==> config.mk <==
export PLATFORM = sky130hd
export DESIGN_NAME = cu_state_seq_flat
export DESIGN_NICKNAME = d
export VERILOG_FILES = /design/src/rtl/cu_state_seq_if.sv /design/src/rtl/cu_state_seq.sv /design/src/flat_wrapper.sv
export SDC_FILE = /design/constraint.sdc
export NUM_CORES = 1
export LEC_CHECK = 0
export ABC_AREA = 1
export CAP_MARGIN = 20
export CORE_UTILIZATION = 50
export CTS_CLUSTER_DIAMETER = 40
export CTS_CLUSTER_SIZE = 25
export DETAILED_ROUTE_END_ITERATION = 12
export PLACE_DENSITY = 0.88
export SLEW_MARGIN = 25
export SYNTH_ARGS = -nofsm -noshare
export SYNTH_HDL_FRONTEND = slang
export SYNTH_SLANG_ARGS = --single-unit
==> constraint.sdc <==
create_clock -name clk -period 3.15 [get_ports clk]
set_input_delay 0.315 -clock clk [delete_from_list [all_inputs] [get_ports clk]]
set_output_delay 0.315 -clock clk [all_outputs]
set_load 0.05 [all_outputs]
==> src/rtl/cu_state_seq_if.sv <==
// rtl/cu_state_seq_if.sv - control-unit sequencer bus: instruction fields in, phase/status out
interface cu_state_seq_if #(
  parameter int STATE_W = 4,
  parameter int CNT_W   = 32
);
  logic               Stall;
  logic [5:0]         op;
  logic [11:0]        opfunc;
  logic [STATE_W-1:0] State;
  logic [STATE_W-1:0] NextState;
  logic               trigger;
  logic               Illegal;
  logic [CNT_W-1:0]   InstrCount;

  modport master (
    output Stall, op, opfunc,
    input  State, NextState, trigger, Illegal, InstrCount
  );

  modport slave (
    input  Stall, op, opfunc,
    output State, NextState, trigger, Illegal, InstrCount
  );
endinterface

==> src/rtl/cu_state_seq.sv <==
// rtl/cu_state_seq.sv - multicycle IF/ID/EXE/MEM/WB phase sequencer with illegal-op flag and retire counter
// Optional HALT opcode (111111) enabled by defining CU_HALT_EN.
module cu_state_seq #(
  parameter int STATE_W = 4,
  parameter int CNT_W   = 32
) (
  input  logic           clk,
  input  logic           rst_n,
  cu_state_seq_if.slave  bus
);
  typedef enum logic [STATE_W-1:0] {
    S_INIT  = STATE_W'(4'b1111),
    S_IF    = STATE_W'(4'b0000),
    S_ID    = STATE_W'(4'b0001),
    S_EXER  = STATE_W'(4'b0010),
    S_EXEI  = STATE_W'(4'b0011),
    S_EXEB  = STATE_W'(4'b0100),
    S_EXEW  = STATE_W'(4'b0101),
    S_MEMSW = STATE_W'(4'b0110),
    S_MEMLW = STATE_W'(4'b0111),
    S_WBR   = STATE_W'(4'b1000),
    S_WBI   = STATE_W'(4'b1001),
    S_WBLW  = STATE_W'(4'b1010),
    S_WBJAR = STATE_W'(4'b1011),
    S_HALT  = STATE_W'(4'b1110)
  } state_t;

  localparam logic [11:0] JR_OPFUNC = 12'b000000_001000;

  state_t           state;
  state_t           next_state;
  logic             illegal_op;
  logic             trigger_q;
  logic             illegal_q;
  logic [CNT_W-1:0] count_q;

  always_comb begin
    next_state = S_IF;
    illegal_op = 1'b0;
    case (state)
      S_INIT: next_state = S_IF;
      S_IF:   next_state = S_ID;
      S_ID: begin
        casez (bus.op)
          6'b000000: next_state = (bus.opfunc == JR_OPFUNC) ? S_IF : S_EXER;
          6'b000010: next_state = S_IF;
          6'b000011: next_state = S_WBJAR;
          6'b00010?: next_state = S_EXEB;
          6'b001???: next_state = S_EXEI;
          6'b100011,
          6'b101011: next_state = S_EXEW;
`ifdef CU_HALT_EN
          6'b111111: next_state = S_HALT;
`endif
          default: begin
            next_state = S_IF;
            illegal_op = 1'b1;
          end
        endcase
      end
      S_EXER:  next_state = S_WBR;
      S_EXEI:  next_state = S_WBI;
      S_EXEB:  next_state = S_IF;
      S_EXEW:  next_state = (bus.op == 6'b101011) ? S_MEMSW : S_MEMLW;
      S_MEMSW: next_state = S_IF;
      S_MEMLW: next_state = S_WBLW;
`ifdef CU_HALT_EN
      S_HALT:  next_state = S_HALT;
`endif
      default: next_state = S_IF;
    endcase
  end

  // A stalled edge freezes everything except the illegal pulse, which is dropped.
  always_ff @(posedge clk or negedge rst_n) begin
    if (!rst_n) begin
      state     <= S_INIT;
      trigger_q <= 1'b0;
      illegal_q <= 1'b0;
      count_q   <= '0;
    end else if (bus.Stall) begin
      illegal_q <= 1'b0;
    end else begin
      state     <= next_state;
      trigger_q <= ~trigger_q;
      illegal_q <= illegal_op;
      if (state != S_INIT && next_state == S_IF)
        count_q <= count_q + CNT_W'(1);
    end
  end

  assign bus.State      = state;
  assign bus.NextState  = next_state;
  assign bus.trigger    = trigger_q;
  assign bus.Illegal    = illegal_q;
  assign bus.InstrCount = count_q;
endmodule

==> src/flat_wrapper.sv <==
// flat-port wrapper written by rule: the top's interface ports become plain ports
module cu_state_seq_flat 
#(
  parameter int STATE_W = 4,
  parameter int CNT_W   = 32
)
  (clk, rst_n, bus_Stall, bus_op, bus_opfunc, bus_State, bus_NextState, bus_trigger, bus_Illegal, bus_InstrCount);
  cu_state_seq_if #(.STATE_W(STATE_W), .CNT_W(CNT_W)) bus_i ();
  input  logic clk;
  input  logic rst_n;
  input wire logic [$bits(bus_i.Stall)-1:0] bus_Stall;
  input wire logic [$bits(bus_i.op)-1:0] bus_op;
  input wire logic [$bits(bus_i.opfunc)-1:0] bus_opfunc;
  output wire logic [$bits(bus_i.State)-1:0] bus_State;
  output wire logic [$bits(bus_i.NextState)-1:0] bus_NextState;
  output wire logic [$bits(bus_i.trigger)-1:0] bus_trigger;
  output wire logic [$bits(bus_i.Illegal)-1:0] bus_Illegal;
  output wire logic [$bits(bus_i.InstrCount)-1:0] bus_InstrCount;
  assign bus_i.Stall = bus_Stall;
  assign bus_i.op = bus_op;
  assign bus_i.opfunc = bus_opfunc;
  assign bus_State = bus_i.State;
  assign bus_NextState = bus_i.NextState;
  assign bus_trigger = bus_i.trigger;
  assign bus_Illegal = bus_i.Illegal;
  assign bus_InstrCount = bus_i.InstrCount;
  cu_state_seq #(.STATE_W(STATE_W), .CNT_W(CNT_W)) u_core (.clk(clk), .rst_n(rst_n), .bus(bus_i));
endmodule
Word level (Yosys, flattened, before mapping)
Cells that the tools add are included.
- flip-flop bits (word level): 38
- memory bits (read-only): 0
- word-level logic and storage cells: 34
- output and inout port bits: 42
- bits in latches: 0
- bits of input ports: 21
- memories: 0
- bits in writable memories: 0
- divide/modulo/power cells: 0
- equal/unequal tests: 13
- reduce and logical (&&, ||, !) cells: 7
- add/sub/neg operators: 1
- multipliers: 0
- shift-type cells: 0
- bitwise logic cells: 2
- mux-type cells: 7
- $lt $le $gt $ge: 0
- operators by type and width (cell ; number):
    32-bit by 1-bit adder with 32-bit output (second input constant) ; 1
    4-bit one-hot mux with 6 select lines ; 1
    4-bit one-hot mux with 5 select lines ; 1
    12-bit by 4-bit equality test with 1-bit output (second input constant) ; 1
    6-bit by 2-bit equality test with 1-bit output (second input constant) ; 2
    6-bit equality test (second input constant) ; 2
    4-bit by 2-bit equality test with 1-bit output (second input constant) ; 2
    4-bit by 3-bit equality test with 1-bit output (second input constant) ; 2
    4-bit logical NOT ; 2
    7-bit OR reduction ; 1
    6-bit logical NOT ; 1
    5-bit by 2-bit equality test with 1-bit output (second input constant) ; 1
    4-bit by 1-bit equality test with 1-bit output (second input constant) ; 1
    1-bit two-way mux ; 4
    4-bit inequality test (second input constant) ; 1
    3-bit by 1-bit equality test with 1-bit output (second input constant) ; 1
    2-bit two-way mux ; 1
    1-bit inverter ; 2
    2-bit AND reduction ; 1
    2-bit OR reduction ; 1
    1-bit logical AND ; 1

Longest topological paths before layout
Gate-level depths: netlist (run 1).
- depth after elaboration: 7
- mapped depth: 12
- mapped depth without buffers: 11

Least setup slack after synthesis (run 1)
Ideal clock, no wire load.
- path kind: reg-to-reg
- from: register u_core.state[3], in the netlist u_core.bus.State[3]
- to: register u_core.count_q[16], in the netlist u_core.bus.InstrCount[16]
- arrival: 2099 ps
- path buffers: 1
- path slack: 986 ps
- clock period less this slack: 2164 ps
- required time: 3085 ps
- setup time: 65 ps
- cell stages (with the launch flop): 12
- cells stage by stage: dfstp_2 -> inv_1 -> nand2_1 -> nor2_2 -> nand2_1 -> nand2_1 -> nor2_2 -> inv_1 -> nor2_2 -> buf_6 -> nand3_1 -> nand2_1
- word-level cells in the longest chain between the ends: 5
- elaborated cells between the ends (all ways): 11
- those cells by class: eq/ne (6); mux (1); reduce/logical (4)
- ends and longest elaborated chain (element ; RTL line ; RTL):
    start, declared ; cu_state_seq.sv:30 ; state_t state;
    start signal, assigned ; cu_state_seq.sv:84 ; state <= next_state;
    4-bit by 3-bit equality test with 1-bit output (tied with other cells) ; cu_state_seq.sv:40 ; case (state)
    4-bit one-hot mux with 6 select lines (*) ; cu_state_seq.sv:40 ;
    net bus_NextState[2] ; flat_wrapper.sv:15 ; output wire logic [$bits(bus_i.NextState)-1:0] bus_NextState;
    4-bit logical NOT (*) ; cu_state_seq.sv:87 ; if (state != S_INIT && next_state == S_IF)
    1-bit logical AND (*) ; cu_state_seq.sv:87 ;
    2-bit AND reduction (no line) (*) ; - ;
    end signal, assigned ; cu_state_seq.sv:88 ; count_q <= count_q + CNT_W'(1);
    end, declared ; cu_state_seq.sv:35 ; logic [CNT_W-1:0] count_q;
Mark *: on every way through the listed nets, which the timed path passes. The rest lies on a longest branch.
A chain may end at the register's enable or synchronous reset.

Worst setup path in the final report (run 1)
- from: input bus_op[5]
- to: output bus_NextState[1]
- word-level cells in the longest chain between the ends: 4
- elaborated cells between the ends (all ways): 9
- those cells by class: eq/ne (5); mux (2); reduce/logical (2)
- ends and longest elaborated chain (element ; RTL line ; RTL):
    start, declared ; flat_wrapper.sv:12 ; input wire logic [$bits(bus_i.op)-1:0] bus_op;
    6-bit equality test ; cu_state_seq.sv:44 ; casez (bus.op)
    2-bit OR reduction ; cu_state_seq.sv:44 ;
    4-bit one-hot mux with 5 select lines (*) ; cu_state_seq.sv:44 ;
    4-bit one-hot mux with 6 select lines (*) ; cu_state_seq.sv:40 ;
    end, declared ; flat_wrapper.sv:15 ;
Mark *: on every way between the ends. The rest lies on a longest branch, timed or not.

==> flow_summary_export.csv, run 1 <==
group,metric,value,unit
sta,setup_ws,398,ps
clock_network,worstSkewPairLatency,290,ps
run,drv_cap,0,
yosys,yosysTopAreaCell,"dfrtp_1",
drt,ant_nets,0,
yosys,synthTopCellsByArea,"dfrtp_1, nand2_1, nand3_1",
yosys,yosysTopAreaCellShare,29.8,%
placed_design,post-dp-hpwl,5490,µm
yosys,syn_area,0.00285,mm²
floorplan,die_h,77.5,µm
cells_and_area,drive_gt1_share,5.10,%
sta,fmax,363,MHz
drt,dr.pass1.iters,5,
worst_setup_path,crit_slowest_cell,"clkdlybuf4s50_1",
placed_design,gp_congestion,0.874,
floorplan,fp.coreArea,0.00551,mm²
drt,wirelength,7530,µm
worst_setup_path,cp.depth,9,
clock_network,clk_pin_slew,80,ps
sta,setup_viol,0,
sta,finClkSkew,3.24,ps
drt,route.vias.total,2951,
cells_and_area,fin_util,65.3,%
yosys,yosysMostFrequentCell,"nand2_1",
sta,rsz0062_at_grt,"false",
clock_network,cts_hold_buf,0,
clock_network,cts-resized-gates,0,
global_routing,antenna_found_initial,0,
global_routing,grtUsageTotal,26.0,%
clock_network,cts.sinks,38,
yosys,ys_warn_count,0,
yosys,synth_ff_type,"dfrtp_1",
drt,drtIter0Drc,252,
clock_network,htree_levels,2,
clock_network,cts.root.buffer_cell,"clkbuf_8",
worst_setup_path,cp_top_family,"buffers and inverters",
drt,viasPerCell,5.25,
worst_setup_path,slowest_delay,820,ps
cells_and_area,nNetsFinal,511,
worst_setup_path,critPathKind,"in2out",
clock_network,post_cts.repair.setup_buffers,0,
global_routing,grt_max_degree,39,
global_routing,grt_pass1_vias,2818,
floorplan,rows,27,
yosys,synth.avg_cell_area,6.65,µm²
cells_and_area,finalInstanceArea,0.00359,mm²
cells_and_area,nFillCells,479,
global_routing,grt_remaining_overflow,0,
sta,layout_worst_path_cycle_share,87.4,%
drt,avgRoutedWirePerCell,13.4,µm
status,status,"complete, no violations",
floorplan,ioPinCount,63,
worst_setup_path,crit_path_start_kind,"input pin",
placed_design,portBuffers,62,
sta,layout_min_cycle_time,2750,ps
placed_design,place_area,0.00350,mm²
clock_network,cts_tree,"yes",
yosys,syn-instance-count,429,
yosys,synthTopCellsByCount,"nand2_1, inv_1, nand3_1, nor2_1, dfrtp_1",
sta,slew_headroom,42.5,%
yosys,syn_nets,451,
clock_network,clockBufferDepth,2,
worst_setup_path,cp_common_cell,"nand2_1",
floorplan,die_w,77.5,µm
worst_setup_path,arrival,2440,ps
power,p_per_area,940,mW/mm²
floorplan,initial_core_util,51.8,%
worst_setup_path,cp.buffers_inverters,2,
power,finalPower,3380,µW
sta,fin_setup_tns,0,ps
hold_path,hp-class,"in2async",
placed_design,place_ws,440,ps
yosys,ys_seq_elements,38,
yosys,synth_enable_flop_cells,0,
worst_setup_path,critPathMaxFanout,4,
sta,finalHoldViolCount,0,
yosys,yosysSeqAreaShare,33.5,%
power,worst_ir_drop_vdd,0.903,mV
floorplan,die_area,0.00601,mm²
yosys,async_flop_share,100,%
clock_network,cts_buffers,5,
worst_setup_path,path_cells,"clkdlybuf4s50_1 -> nor2_1 -> nand2_1 -> nor3_1 -> nand2_1 -> nand2_1 -> nand2_1 -> nand2_1 -> clkdlybuf4s50_1",
worst_setup_path,worstPathRequired,2830,ps
power,p_leak,0.00171,µW
cells_and_area,area_growth_syn_to_layout,26.0,%
sta,finalMaxSlewViolations,0,
worst_setup_path,reg2regPathDepth,10,
worst_setup_path,cp-end-kind,"output port",
global_routing,grt_pass1_wl,12600,µm
yosys,synth_cell_types,26,
cells_and_area,antenna_cells,0,
sta,tightest_slew,862,ps
drt,route.detailed.drc,0,
state kept, by name (all words and copies together), names as in the netlist:
name	flops
u_core.bus.State	4
u_core.bus.trigger	1
u_core.bus.InstrCount	32
u_core.bus.Illegal	1
area by class of cell:
| type | instances | area, µm² | area share, % |
|---|---|---|---|
| clock buffers | 6 | 82.6 | 2.30 |
| repair buffers | 65 | 638 | 17.8 |
| flip-flops and latches | 38 | 956 | 26.6 |
| well taps | 72 | 90.1 | 2.51 |
| multi-input cells | 316 | 1580 | 43.9 |
| inverters | 63 | 236 | 6.58 |
| clock inverters | 2 | 12.5 | 0.348 |
cells by family (layout without fill, tap and decap cells):
kind of cell,count (synthesis),after routing,share of synthesized area [%]
xor+xnor,25,25,7.68
compound gates,39,39,9.87
flops,38,38,33.5
simple gates,251,251,37.3
fa+ha+maj,1,1,0.439
buf+inv,75,136,11.1
path summary, 6_finish.rpt:
path,from,to,slack (ps)
max in group asynchronous,rst_n,u_core.bus.InstrCount[3],2480
min in group clk,u_core.bus.trigger,u_core.bus.trigger,480
hold / removal,rst_n,u_core.bus.InstrCount[16],130
setup / recovery,bus_op[5],bus_NextState[1],400
hold reg to reg,u_core.bus.trigger,u_core.bus.trigger,480
setup reg to reg,u_core.bus.InstrCount[0],u_core.bus.InstrCount[30],1070
power by group:
group | internal [µW] | leakage (µW) | switching, µW
sequential | 685 | 0.000495 | 256
clock | 176 | 0.0000472 | 182
combinational | 661 | 0.00117 | 1420
worst reg2reg max path: cells and delay by family, from the launching register on:
family	cells	cell delay [ps]
AND/OR/NAND/NOR	8	1130
flip-flops	1	450
adder cells (fa/ha/maj)	1	310
buffers and inverters	1	80
routing by layer:
| layer | wire length, µm | part of all wire [%] | vias to the layer above | GRT usage [%] |
|---|---|---|---|---|
| li1 | - | - | 1464 | - |
| met1 | 3320 | 44 | 1357 | 33.2 |
| met2 | 3720 | 49 | 118 | 44.2 |
| met3 | 395 | 5.2 | 12 | 4.35 |
| met4 | 95 | 1.3 | 0 | 8.68 |
| met5 | 0 | 0 | - | 0 |
placed cells by master, fill, tap and decap left out:
cell type,count
nor3_4,1
clkdlybuf4s50_1,61
ha_1,1
dfrtp_1,34
o2111ai_1,1
clkinv_2,1
xor2_1,24
buf_2,1
o21bai_1,32
nor3_1,10
nand4_1,6
xnor2_1,1
inv_1,60
buf_4,3
nand3_2,1
dfstp_2,4
clkinvlp_4,1
nand3_1,51
nor2_2,3
inv_2,3
nand2_1,126
clkbuf_8,6
and2_0,1
o21ai_0,3
a21oi_1,1
nand2_2,1
o211ai_1,1
o21ai_1,1
nor2_1,51
metrics by stage:
step                hold WS [ps]  std cells
floorplan                   19.4        429
global placement             453        554
detailed placement           462        554
CTS                          168        562
global route                 202        562
finish                       129        562
No activity file was read; power rests on OpenSTA's default activity.
==> inputs of run 2 (changes only) <==
--- a/config.mk
+++ b/config.mk
@@ -5,13 +5,12 @@
 export SDC_FILE = /design/constraint.sdc
 export NUM_CORES = 1
 export LEC_CHECK = 0
-export ABC_AREA = 1
 export CAP_MARGIN = 20
 export CORE_UTILIZATION = 50
 export CTS_CLUSTER_DIAMETER = 40
 export CTS_CLUSTER_SIZE = 25
 export DETAILED_ROUTE_END_ITERATION = 12
-export PLACE_DENSITY = 0.88
+export PLACE_DENSITY = 0.94
 export SLEW_MARGIN = 25
 export SYNTH_ARGS = -nofsm -noshare
 export SYNTH_HDL_FRONTEND = slang
==> run 2 against run 1 <==
Highest routed layer unchanged. Critical path type is now reg2out. Largest cell class unchanged. Area after synthesis fell by 27%. Cell count shrank 43%. Final area down 21%.
==> flow_summary_export.csv, run 2 <==
group,metric,value,unit
drt,drtIter0Drc,146,
drt,avgRoutedWirePerCell,15.3,µm
floorplan,initial_core_util,51.8,%
floorplan,die_w,66.4,µm
worst_setup_path,cp_top_family,"buffers and inverters",
global_routing,grt_remaining_overflow,0,
yosys,async_flop_share,100,%
yosys,synth-xor-area-share,13.5,%
floorplan,die_area,0.00441,mm²
clock_network,clk_pin_slew,70,ps
cells_and_area,finalInstanceArea,0.00283,mm²
sta,tightest_slew,836,ps
yosys,yosysSeqAreaShare,46.1,%
global_routing,antenna_found_initial,0,
hold_path,hp-class,"in2async",
sta,fin_setup_tns,0,ps
floorplan,ioPinCount,63,
clock_network,cts_hold_buf,0,
power,p_leak,0.00125,µW
yosys,syn-instance-count,202,
worst_setup_path,critPathMaxFanout,11,
yosys,ys_seq_elements,38,
power,p_per_area,535,mW/mm²
drt,wirelength,4870,µm
placed_design,post-dp-hpwl,3630,µm
floorplan,die_h,66.4,µm
yosys,synth_ff_type,"dfrtp_1",
cells_and_area,drive_gt1_share,11.5,%
yosys,synth_top_family_by_area,"simple AND/OR/NAND/NOR gates",
worst_setup_path,cp-end-kind,"output port",
worst_setup_path,arrival,2630,ps
worst_setup_path,crit_path_start_kind,"flop",
clock_network,cts_tree,"yes",
sta,rsz0062_at_grt,"false",
drt,route.vias.total,1785,
yosys,synth.area.mux_share,1.63,%
floorplan,fp.coreArea,0.00400,mm²
yosys,syn_area,0.00207,mm²
yosys,synth.avg_cell_area,10.3,µm²
worst_setup_path,crit_slowest_cell,"clkdlybuf4s50_1",
sta,setup_viol,0,
status,status,"complete, no violations",
worst_setup_path,cp.buffers_inverters,2,
cells_and_area,largest_reg_flops,32,
yosys,syn_nets,224,
drt,route.detailed.drc,0,
worst_setup_path,reg2regPathDepth,7,
sta,slew_headroom,44.3,%
worst_setup_path,cp.depth,5,
cells_and_area,layout_commonest_cell,"clkdlybuf4s50_1",
global_routing,grtUsageTotal,24.9,%
worst_setup_path,slowest_delay,790,ps
sta,finalMaxSlewViolations,0,
sta,finalHoldViolCount,0,
placed_design,place_area,0.00275,mm²
drt,dr.pass1.iters,4,
worst_setup_path,path_cells,"nor4bb_1 -> o21ai_0 -> a32o_1 -> inv_1 -> clkdlybuf4s50_1",
sta,layout_worst_path_cycle_share,93.6,%
run,drv_cap,0,
clock_network,clockBufferDepth,2,
sta,layout_min_cycle_time,2950,ps
drt,ant_nets,0,
global_routing,grt_max_degree,39,
clock_network,post_cts.repair.setup_buffers,0,
cells_and_area,nNetsFinal,291,
clock_network,cts_buffers,5,
clock_network,cts.root.buffer_cell,"clkbuf_8",
yosys,yosysMostFrequentCell,"dfrtp_1",
floorplan,rows,23,
yosys,ys_warn_count,0,
yosys,synthTopCellsByArea,"dfrtp_1, xor2_1, nor4_2",
yosys,yosysTopAreaCell,"dfrtp_1",
drt,viasPerCell,5.60,
clock_network,cts.sinks,38,
clock_network,htree_levels,2,
yosys,synth_compound_area_share,5.74,%
sta,finClkSkew,2.66,ps
worst_setup_path,worstPathRequired,2830,ps
yosys,synthTopCellsByCount,"dfrtp_1, xor2_1, nand2_1",
worst_setup_path,critPathKind,"reg2out",
cells_and_area,area_growth_syn_to_layout,36.5,%
cells_and_area,antenna_cells,0,
yosys,synth_enable_flop_cells,0,
yosys,yosysTopAreaCellShare,41.1,%
global_routing,grt_pass1_vias,1688,
cells_and_area,mostFrequentLayoutCells,"clkdlybuf4s50_1, dfrtp_1, xor2_1, nand2_1, nor2_1",
placed_design,gp_congestion,0.883,
global_routing,grt_pass1_wl,8040,µm
placed_design,portBuffers,62,
power,worst_ir_drop_vdd,0.547,mV
yosys,synthSimpleGateAreaFrac,29.5,%
sta,fmax,339,MHz
yosys,synth_cell_types,39,
yosys,synth_adder_area_share,0.604,%
clock_network,worstSkewPairLatency,290,ps
[run 2: report_power, final]
part | switching, µW | leakage, µW | internal [µW]
logic | 376 | 0.000719 | 204
clock network | 159 | 0.0000383 | 152
registers | 74.9 | 0.000495 | 546
[run 2: final cells by class]
cell class              instances  area [µm²]
fillers                       296        1170
flip-flops and latches         38         956
clock buffers                   7        76.3
inverters                       8        30.0
repair buffers                 66         641
well taps                      50        62.6
multi-input cells             150        1060
[run 2: worst paths after layout]
kind,startpoint,end,slack (ps)
hold / removal,rst_n,u_core.bus.InstrCount[21],120
max in group asynchronous,rst_n,u_core.bus.InstrCount[6],2500
setup / recovery,u_core.bus.State[0],bus_NextState[0],200
min in group clk,u_core.bus.trigger,u_core.bus.trigger,460
hold reg to reg,u_core.bus.trigger,u_core.bus.trigger,460
setup reg to reg,u_core.bus.State[0],u_core.bus.InstrCount[1],800
[run 2: stage by stage]
step                      hold slack [ps]  setup WS [ps]  instances  total power (µW)  utilization, %
final                                 119            201        319              1510            70.7
after floorplan                      19.4            750        202               996               -
after global routing                  171            128        319              1580            70.7
after detailed placement              454            455        312              1210            68.6
after CTS                             139            135        319              1520            70.5
after global placement                453            504        312              1190            68.6
[run 2: kinds of logic (layout without fill, tap and decap cells)]
family,Yosys count,in the layout
muxes,3,3
DFF,38,38
and+or+nand+nor,97,97
AOI/OAI and AO/OA,17,17
adders and majority gates,1,1
buffers and inverters,14,81
xor gates and xnor gates,32,32
[run 2: repair_timing]
item,4_1_cts,5_1_grt
resized for setup,0,1
endpoints found under the setup margin,0,1
hold endpoints to repair,0,0
[run 2: worst reg2reg max path: cells and delay by family, from the launching register on]
kind	cells	cell delay (ps)
buffers and inverters	1	220
AND/OR/NAND/NOR	3	670
AO/OA/AOI/OAI	2	430
flip-flops	1	630
multiplexers	1	290
[run 2: per-layer routing]
layer,share of wire (%),up-vias,track usage [%]
met5,0,-,0
met4,1.8,0,10.6
met3,4.5,7,6.03
met2,49,46,39.8
met1,45,869,32.0
li1,-,863,-
==> inputs of run 3 (changes only) <==
--- a/config.mk
+++ b/config.mk
@@ -6,6 +6,7 @@
 export NUM_CORES = 1
 export LEC_CHECK = 0
 export CAP_MARGIN = 20
+export CORE_MARGIN = 5
 export CORE_UTILIZATION = 50
 export CTS_CLUSTER_DIAMETER = 40
 export CTS_CLUSTER_SIZE = 25
==> run 3 against run 2 <==
First-iteration DRC count fell by 40%. Sequential power decreased by 0.6%. Clock power about the same. Sequential share of layout area grew 0.17 points. Via count is 0.11% lower. Power fell by 0.56%. Flip-flop and latch count is the same. Die area rose by 26%. Worst setup slack worse by 160 ps. Combinational power decreased by 1%. Worst hold slack worse by 8.1 ps. Routed wire length up 5.3%. Critical endpoint is now bus_NextState[1]. Highest routed layer unchanged.
==> flow_summary_export.csv, run 3 (synthesis results as in run 2) <==
group,metric,value,unit
drt,ant_nets,0,
status,status,"complete, no violations",
worst_setup_path,critPathMaxFanout,11,
floorplan,ioPinCount,63,
sta,setup_viol,0,
clock_network,cts_hold_buf,0,
cells_and_area,area_growth_syn_to_layout,35.8,%
floorplan,die_w,74.4,µm
global_routing,grtUsageMet1,25.6,%
worst_setup_path,worstPathRequired,2830,ps
clock_network,clockBufferDepth,2,
sta,layout_min_cycle_time,3110,ps
global_routing,grtUsageMet2,32.6,%
floorplan,die_h,74.4,µm
sta,finClkSkew,2.95,ps
power,switching_share,40.5,%
cells_and_area,largest_reg_flops,32,
power,seqPwrFrac,41.0,%
power,p_int,894,µW
sta,finalHoldViolCount,0,
worst_setup_path,crit_path_start_kind,"flop",
sta,slew_headroom,45.3,%
cells_and_area,drive_gt1_share,10.8,%
power,combPwrFrac,38.2,%
cells_and_area,finalNonFillerCells,318,
cells_and_area,layout_commonest_cell,"clkdlybuf4s50_1",
drt,avgRoutedWirePerCell,16.1,µm
clock_network,cts.root.buffer_cell,"clkbuf_8",
run,drv_cap,0,
global_routing,grt_max_degree,39,
floorplan,fp.coreArea,0.00400,mm²
sta,fin_setup_tns,0,ps
global_routing,top_usage_layer,"met2",
worst_setup_path,reg2regPathDepth,7,
sta,rsz0062_at_grt,"false",
floorplan,initial_core_util,51.8,%
drt,route.vias.total,1783,
worst_setup_path,r2r_slack,670,ps
drt,viasPerCell,5.61,
drt,drtIter0Drc,88,
cells_and_area,nFillCells,282,
worst_setup_path,arrival,2790,ps
drt,route.detailed.drc,0,
power,power.switching,609,µW
global_routing,met3_usage,4.59,%
power,pwr-share-clk,20.8,%
hold_path,hp-class,"in2async",
clock_network,cts.sinks,38,
power,worst_ir_drop_vdd,0.486,mV
cells_and_area,nNetsFinal,290,
worst_setup_path,critPathKind,"reg2out",
placed_design,dp_cells,311,
sta,layout_worst_path_cycle_share,98.6,%
power,p_leak,0.00125,µW
drt,wirelength,5130,µm
sta,finalMaxSlewViolations,0,
clock_network,worstSkewPairLatency,290,ps
sta,fmax,322,MHz
clock_network,clk_pin_slew,70,ps
floorplan,die_area,0.00553,mm²
floorplan,rows,23,
clock_network,cts_tree,"yes",
power,p_per_area,534,mW/mm²
global_routing,grtUsageTotal,20.3,%
clock_network,htree_levels,2,
clock_network,cts-resized-gates,0,
global_routing,grt_pass1_wl,8430,µm
placed_design,portBuffers,62,
drt,dr.pass1.iters,4,
placed_design,gp_congestion,0.787,
sta,tightest_slew,820,ps
global_routing,grt_remaining_overflow,0,
cells_and_area,antenna_cells,0,
global_routing,grt_pass1_vias,1750,
global_routing,antenna_found_initial,0,
worst_setup_path,cp-end-kind,"output port",
clock_network,cts_buffers,5,
clock_network,post_cts.repair.setup_buffers,0,
placed_design,post-dp-hpwl,3770,µm
cells_and_area,mostFrequentLayoutCells,"clkdlybuf4s50_1, dfrtp_1, xor2_1, nand2_1, nor2_1",
-- run 3: path summary, 6_finish.rpt --
| kind | from | end |
|---|---|---|
| worst max-delay path | u_core.bus.State[0] | bus_NextState[1] |
| worst min-delay path | rst_n | u_core.bus.InstrCount[21] |
| worst max register to register | u_core.bus.State[0] | u_core.bus.InstrCount[14] |
| worst min register to register | u_core.bus.trigger | u_core.bus.trigger |
| max in group asynchronous | rst_n | u_core.bus.InstrCount[17] |
| min in group clk | u_core.bus.trigger | u_core.bus.trigger |
-- run 3: power groups by stage --
stage / logic [µW] / clock network (µW) / registers (µW)
final: 574 / 312 / 617
after global routing: 604 / 338 / 627
after detailed placement: 575 / 0 / 626
after global placement: 562 / 0 / 621
after floorplan: 213 / 0 / 783
after CTS: 577 / 320 / 617
-- run 3: metrics by stage --
| stage | setup WS (ps) | cell area (µm²) | utilization [%] | power (µW) | hold WS (ps) |
|---|---|---|---|---|---|
| 2_1_floorplan | 750 | 2070 | - | 996 | 19.4 |
| 3_3_place_gp | 530 | 2740 | 68.4 | 1180 | 451 |
| 3_5_place_dp | 397 | 2740 | 68.4 | 1200 | 459 |
| 4_1_cts | 73.5 | 2810 | 70.3 | 1510 | 140 |
| 5_1_grt | 0.348 | 2810 | 70.3 | 1570 | 178 |
| 6_report | 43.9 | 2810 | 70.3 | 1500 | 111 |
-- run 3: routing by layer --
layer  vias to the layer above  routed length [µm]
met5                         -                   0
met4                         0                 148
met3                        13                 314
met2                        54                2570
met1                       853                2100
li1                        863                   -
-- run 3: area by class of cell --
type,count,area [µm²],area share (%)
Timing Repair Buffer,65,633,22.5
Clock buffer,7,76.3,2.71
Sequential cell,38,956,34.0
Multi-Input combinational cell,150,1060,37.5
Tap cell,50,62.6,2.22
Inverter,8,30.0,1.07
-- run 3: worst max-delay path, cell delays in order, from the launching register on --
cell and delay (ps):
dfstp_2 630, nor4b_1 610, nand4_1 270, nand2_1 170, clkdlybuf4s50_1 820
